**config.mk**
```make
export PLATFORM = sky130hd
export DESIGN_NAME = ring_link_tx
export DESIGN_NICKNAME = d
export VERILOG_FILES = /design/src/rtl/ring_link_tx_pkg.sv /design/src/rtl/rr_arbiter2.sv /design/src/rtl/ring_link_tx.sv
export SDC_FILE = /design/constraint.sdc
export NUM_CORES = 1
export LEC_CHECK = 0
export CAP_MARGIN = 20
export CORE_MARGIN = 5
export CORE_UTILIZATION = 37
export CTS_BUF_LIST = sky130_fd_sc_hd__clkbuf_4 sky130_fd_sc_hd__clkbuf_8
export DETAILED_ROUTE_END_ITERATION = 8
export PLACE_DENSITY = 0.81
export SLEW_MARGIN = 10
export SYNTH_ARGS = -nofsm -noshare
export SYNTH_HDL_FRONTEND = slang
export SYNTH_HIERARCHICAL = 1
export SYNTH_SLANG_ARGS = --single-unit
```
**constraint.sdc**
```tcl
create_clock -name clk -period 3.14 [get_ports clk]
set_input_delay 0.471 -clock clk [delete_from_list [all_inputs] [get_ports clk]]
set_output_delay 0.471 -clock clk [all_outputs]
set_load 0.005 [all_outputs]
```
**src/rtl/ring_link_tx_pkg.sv**
```systemverilog
// ring_link_tx_pkg: shared definitions for the ring link transmit controller.
//   state_t       : FSM state encoding (IDLE/READ/CAPTURE/SEND, 2 bits)
//   SRC_FWD/LOC   : source select values (index into the request vector)
//   DEFAULT_WIDTH : default packet width in bits
package ring_link_tx_pkg;

   localparam int DEFAULT_WIDTH = 64;

   typedef enum logic [1:0] {
      IDLE    = 2'd0,
      READ    = 2'd1,
      CAPTURE = 2'd2,
      SEND    = 2'd3
   } state_t;

   localparam logic SRC_FWD = 1'b0;
   localparam logic SRC_LOC = 1'b1;

endpackage

```
**src/rtl/rr_arbiter2.sv**
```systemverilog
// rr_arbiter2: two-requester round-robin arbiter with registered last grant.
//   clk, reset : clock, async active-high reset (last grant resets to SRC_LOC)
//   req[1:0]   : requests, indexed by SRC_FWD / SRC_LOC
//   update     : commit the current grant as the new last grant
//   grant      : combinational winner (valid only while any_req=1)
//   any_req    : at least one requester active
module rr_arbiter2
   import ring_link_tx_pkg::*;
(
   input  logic       clk,
   input  logic       reset,
   input  logic [1:0] req,
   input  logic       update,
   output logic       grant,
   output logic       any_req
);

   logic last;

   always_comb begin
      if (req[SRC_FWD] && req[SRC_LOC]) grant = ~last;
      else if (req[SRC_LOC])            grant = SRC_LOC;
      else                              grant = SRC_FWD;
   end

   assign any_req = |req;

   always_ff @(posedge clk or posedge reset) begin
      if (reset)                  last <= SRC_LOC;
      else if (update && any_req) last <= grant;
   end

endmodule

```
**src/rtl/ring_link_tx.sv**
```systemverilog
// ring_link_tx: transmit controller for one ring router output link.
// Drains the forward and local depth-1 channel buffers (round-robin) and
// hands each packet to the downstream buffer over a send/ready handshake.
//   clk, reset              : clock, async active-high reset
//   fwdEmpty/fwdData        : forward buffer status and registered dataOut
//   fwdRdEnable             : forward buffer read enable
//   locEmpty/locData        : local buffer status and registered dataOut
//   locRdEnable             : local buffer read enable
//   so, ri, dout            : send-valid, downstream ready, packet
//   fwdCount, locCount      : packets transmitted per source (wrapping)
//   busy                    : FSM not in IDLE
module ring_link_tx
   import ring_link_tx_pkg::*;
#(
   parameter int WIDTH     = DEFAULT_WIDTH,
   parameter int CNT_WIDTH = 16
) (
   input  logic                 clk,
   input  logic                 reset,
   input  logic                 fwdEmpty,
   input  logic [WIDTH-1:0]     fwdData,
   output logic                 fwdRdEnable,
   input  logic                 locEmpty,
   input  logic [WIDTH-1:0]     locData,
   output logic                 locRdEnable,
   output logic                 so,
   input  logic                 ri,
   output logic [WIDTH-1:0]     dout,
   output logic [CNT_WIDTH-1:0] fwdCount,
   output logic [CNT_WIDTH-1:0] locCount,
   output logic                 busy
);

   localparam logic [CNT_WIDTH-1:0] CNT_ONE = 1;

   state_t state, state_nxt;
   logic   sel;          // source granted for the packet in flight
   logic   arb_grant;
   logic   arb_any;
   logic   arb_update;

   rr_arbiter2 u_arb (
      .clk     (clk),
      .reset   (reset),
      .req     ({~locEmpty, ~fwdEmpty}),
      .update  (arb_update),
      .grant   (arb_grant),
      .any_req (arb_any)
   );

   // Arbitration happens in IDLE and on the completing SEND edge, so
   // back-to-back packets skip IDLE entirely.
   always_comb begin
      state_nxt   = state;
      arb_update  = 1'b0;
      fwdRdEnable = 1'b0;
      locRdEnable = 1'b0;
      case (state)
         IDLE: begin
            if (arb_any) begin
               arb_update = 1'b1;
               state_nxt  = READ;
            end
         end
         READ: begin
            fwdRdEnable = (sel == SRC_FWD);
            locRdEnable = (sel == SRC_LOC);
            state_nxt   = CAPTURE;
         end
         CAPTURE: state_nxt = SEND;
         SEND: begin
            if (ri) begin
               if (arb_any) begin
                  arb_update = 1'b1;
                  state_nxt  = READ;
               end else begin
                  state_nxt = IDLE;
               end
            end
         end
         default: state_nxt = IDLE;
      endcase
   end

   // so is decoded from state so that reset drops it immediately.
   assign so   = (state == SEND);
   assign busy = (state != IDLE);

   always_ff @(posedge clk or posedge reset) begin
      if (reset) begin
         state    <= IDLE;
         sel      <= SRC_FWD;
         dout     <= '0;
         fwdCount <= '0;
         locCount <= '0;
      end else begin
         state <= state_nxt;
         if (arb_update) sel <= arb_grant;
         // Buffer dataOut is valid the cycle after the READ edge.
         if (state == CAPTURE) dout <= (sel == SRC_LOC) ? locData : fwdData;
         if (state == SEND && ri) begin
            if (sel == SRC_FWD) fwdCount <= fwdCount + CNT_ONE;
            else                locCount <= locCount + CNT_ONE;
         end
      end
   end

endmodule

```
# Word-level counts from Yosys, hierarchy flattened
# Cells that the tools add are included.
# word_totals
elab_cells	38
in_bits	133
regBits	100
# classes
n_reduce_logical	9
eq_ne	5
n_mux	12
n_bitwise	4
n_addsub	2
# ops
operator	count
$mux 64	1
$add 16x1->16 const B	2
$pmux 2 s4	1
$mux 1	7
$reduce_and 2->1	3
$eq 2x2->1 const B	2
$mux 2	2
$ne 2x1->1 const B	2
$not 1->1	4
$logic_and 1x1->1	3
$eq 2x1->1 const B	1
$logic_not 2->1	1
$pmux 1 s2	1
$reduce_bool 2->1	1
$reduce_or 2->1	1

# Logic depth before layout (Yosys ltp)
# logic_depth
depth_word	6
mapped_depth	6

# Modules after synthesis
# Netlist, hierarchy kept.
# by_module_without_submodules
module	cells_each	n_inst	area_each_um2
ring_link_tx	421	1	4576.9
rr_arbiter2	6	1	55.1

# Least setup slack after synthesis
# Ideal clock, no wire load.
# synth_path
path_type	register to register
start	register state[1]
end	register fwdCount[7]
arrival_ns	1.453
slack_ns	1.563
synth_period_minus_slack_ns	1.577
path_buffers	1
setup_time_ns	0.124
path_stages_with_launch	7
path_cell_list	dfrtp_1 > ha_1 > and3b_1 > buf_4 > and2_1 > and4_1 > xor2_1
# synth_between
elab_chain_cells	3
# synth_rtl
element	line_no	source
start: declaration	ring_link_tx.sv:36	state_t state, state_nxt;
start signal: assignment	ring_link_tx.sv:97	state <= state_nxt;
$eq 2x2->1	--	
named net so	ring_link_tx.sv:26	output logic so,
$logic_and 1x1->1	ring_link_tx.sv:101	if (state == SEND && ri) begin
$reduce_and 2->1 (no source line)	--	
end signal: assignment	ring_link_tx.sv:102	if (sel == SRC_FWD) fwdCount <= fwdCount + CNT_ONE;
end: declaration	ring_link_tx.sv:29	output logic [CNT_WIDTH-1:0] fwdCount,
# The timed path passes the listed nets, and every way through them passes these cells.
# A chain may end at the register's enable or synchronous reset.

# Worst setup path after layout
# layout_path
start	register sel
end	output locRdEnable
# layout_between
elab_chain_cells	1
# layout_rtl
element	line_no	source
start: declaration	ring_link_tx.sv:37	logic sel;
start signal: assignment	ring_link_tx.sv:98	if (arb_update) sel <= arb_grant;
$mux 1	ring_link_tx.sv:58	case (state)
end: declaration	ring_link_tx.sv:25	output logic locRdEnable,
# No other way between the ends.

==> out/metrics.cfg <==
[run_status]
status=completed

[floorplan]
dieArea_um2=14900
pin_count=233
die_width_um=122
design.core.area_um2=12200
rows=40
initial_utilization_pct=38.1
die_h_um=122

[yosys]
synth_top_area_share_pct=53.5
synthTopCellsByArea=dfrtp_1, mux2i_1, a21oi_1, nor2_1, xnor2_1
avgSynthCellArea_um2=10.8
synth.net_count=567
yosys.area.top_type=dfrtp_1
ys.flop_type=dfrtp_1
synth-edff-count=0
syn_area_um2=4630
yosys-top-cells-count=dfrtp_1, nor2_1, a21oi_1
yosysMostFrequentCell=dfrtp_1
netlist_instances=427
synth-warning-count=6
ys_seq_area_share_pct=54.1
synth-async-reset-ratio_pct=100
synth_cell_type_count=35
synth_seq_cells=100

[placed_design]
place.gp.congestion=0.794
io_buffers=232
dpl_cell_area_um2=7120
dp_hpwl_um=10100

[layout]
fin_util_pct=60.4
n_fill_cell=997
final_area_um2=7350
multi_input_area_um2=2000
drive_above_1_share_pct=4.73
area_growth_pct=58.6
register_area_um2=2510
diodes=0
nNetsFinal=790

[routing]
drc_errors=0
vias=3904
first_pass_iters=4
drt_iter0_drc=194
avgRoutedWirePerCell_um=15.8
ant_nets=0
drt-total-wl_um=13000
viasPerCell=4.74

[clock_tree]
clk_latency_ns=0.37
post_cts_resized=0
cts_tree=done
cts_sinks=100
path_clk_slew_ns=0.09
cts-root-buf=clkbuf_8
cts_hold_buf=0
htreeDepth=3
clock_path_buffers=2
cts_buffers=9
cts_setup_buffers=0

[timing]
slew_headroom_pct=55.3
hold_violations=0
clock_skew_ns=0.0142
rsz0062_at_grt=no
finalMaxSlewViolations=0
tightestPinTransition_ns=0.670
setup-tns-final_ns=0
clock.fmax_mhz=411
final-setup-viol-count=0
post-route-period-util_pct=77.5
layout_min_cycle_time_ns=2.43

[global_routing]
grt-busiest-layer=met2
grt_use_met2_pct=31.8
grtUsageTotal_pct=17.8
grt_first_pass_wirelength_um=20700
grt_overflow=0
antenna_found_initial=0
grt_util_met3_pct=5.85
grt_pass1_vias=4189
gr-usage-met1_pct=19.6
grt_max_degree=69

[setup_path]
crit_path_max_fanout=42
rrSetupSlack_ns=1.18
critPathKind=reg2out
cpPeakStageDelay_ns=0.86
path_cells=and2_1 > clkdlybuf4s50_1
critical_path.endpoint_type=output pin
critical_path.slowest_cell=dfrtp_4
crit_arrival_ns=1.96
cp-start-kind=flip-flop
required_ns=2.67

[job]
maxCapViolCount=0

[pwr]
power_leakage_nw=3.14
ir_drop_v=0.000421
p_per_area_nw_per_um2=777

[worst_hold_path]
hold_class=in2async

-- path summary, 6_finish.rpt --
kind | from | end | depth (start not counted)
setup / recovery | sel | locRdEnable | 2
hold reg to reg | fwdCount[15] | fwdCount[15] | 1
max in group asynchronous | reset | dout[36] | 3
setup reg to reg | sel | dout[61] | 3
hold / removal | reset | u_arb/last | 2
min in group clk | fwdCount[15] | fwdCount[15] | 1
-- logic make-up after synthesis --
kind of cell | synth area share, %
fa+ha+maj | 1.89
xor+xnor | 5.67
simple gates | 12.4
compound gates | 8.02
flops | 54.1
mux | 14.8
buf+inv | 3.13
-- routing by layer --
metal	share of wire (%)	routed length (µm)
met1	38	4880
met2	52	6810
met3	8.3	1070
met4	1.8	240
met5	0	0
-- area by class of cell --
| type | count | area share [%] |
|---|---|---|
| sequential | 100 | 34.1 |
| timing repair buffer | 235 | 32.2 |
| multi-input combinational | 294 | 27.2 |
| tap | 168 | 2.86 |
| clock buffer | 12 | 2.08 |
| clock inverter | 4 | 0.988 |
| inverter | 10 | 0.545 |
-- report_power, final --
part	switching [mW]	internal (mW)	leakage, nW
sequential	0.413	1.77	1.17
clock	0.442	0.488	0.113
combinational	1.09	1.51	1.86
-- stage by stage --
stage	hold slack, ns	power, mW	setup WS, ns	std cells
5_1_grt	0.452	6.15	0.598	823
3_3_place_gp	0.461	4.73	1.08	807
6_report	0.476	5.71	0.707	823
2_1_floorplan	0.361	3.38	0.0786	427
4_1_cts	0.451	5.80	0.648	823
3_5_place_dp	0.461	4.84	1.03	807
-- state kept, by name (all words and copies together) (netlist names) --
| signal | cells |
|---|---|
| dout | 64 |
| fwdCount | 16 |
| locCount | 16 |
| state | 2 |
| sel | 1 |
| u_arb/last | 1 |
-- cells in the final DEF, fill, tap and decap left out, types with 4 or more instances in the layout --
master / Yosys / final
nand2_1: 10 / 10
and4_1: 7 / 7
nor2_1: 68 / 68
mux2i_1: 64 / 64
and3_1: 6 / 6
a21oi_1: 67 / 67
clkdlybuf4s50_1: 0 / 232
nand3_1: 8 / 8
xor2_1: 13 / 13
inv_1: 10 / 9
ha_1: 7 / 6
dfrtp_1: 99 / 98
mux2_2: 4 / 4
and2_1: 5 / 5
clkbuf_8: 0 / 10
xnor2_1: 17 / 17
-- worst max-delay path: cells and delay by family (launching register included) --
kind | cells | cell delay [ns]
AND/OR/NAND/NOR | 1 | 0.22
flip-flops | 1 | 0.86
buffers and inverters | 1 | 0.50
Note: power is estimated with default switching activity, not from simulation.
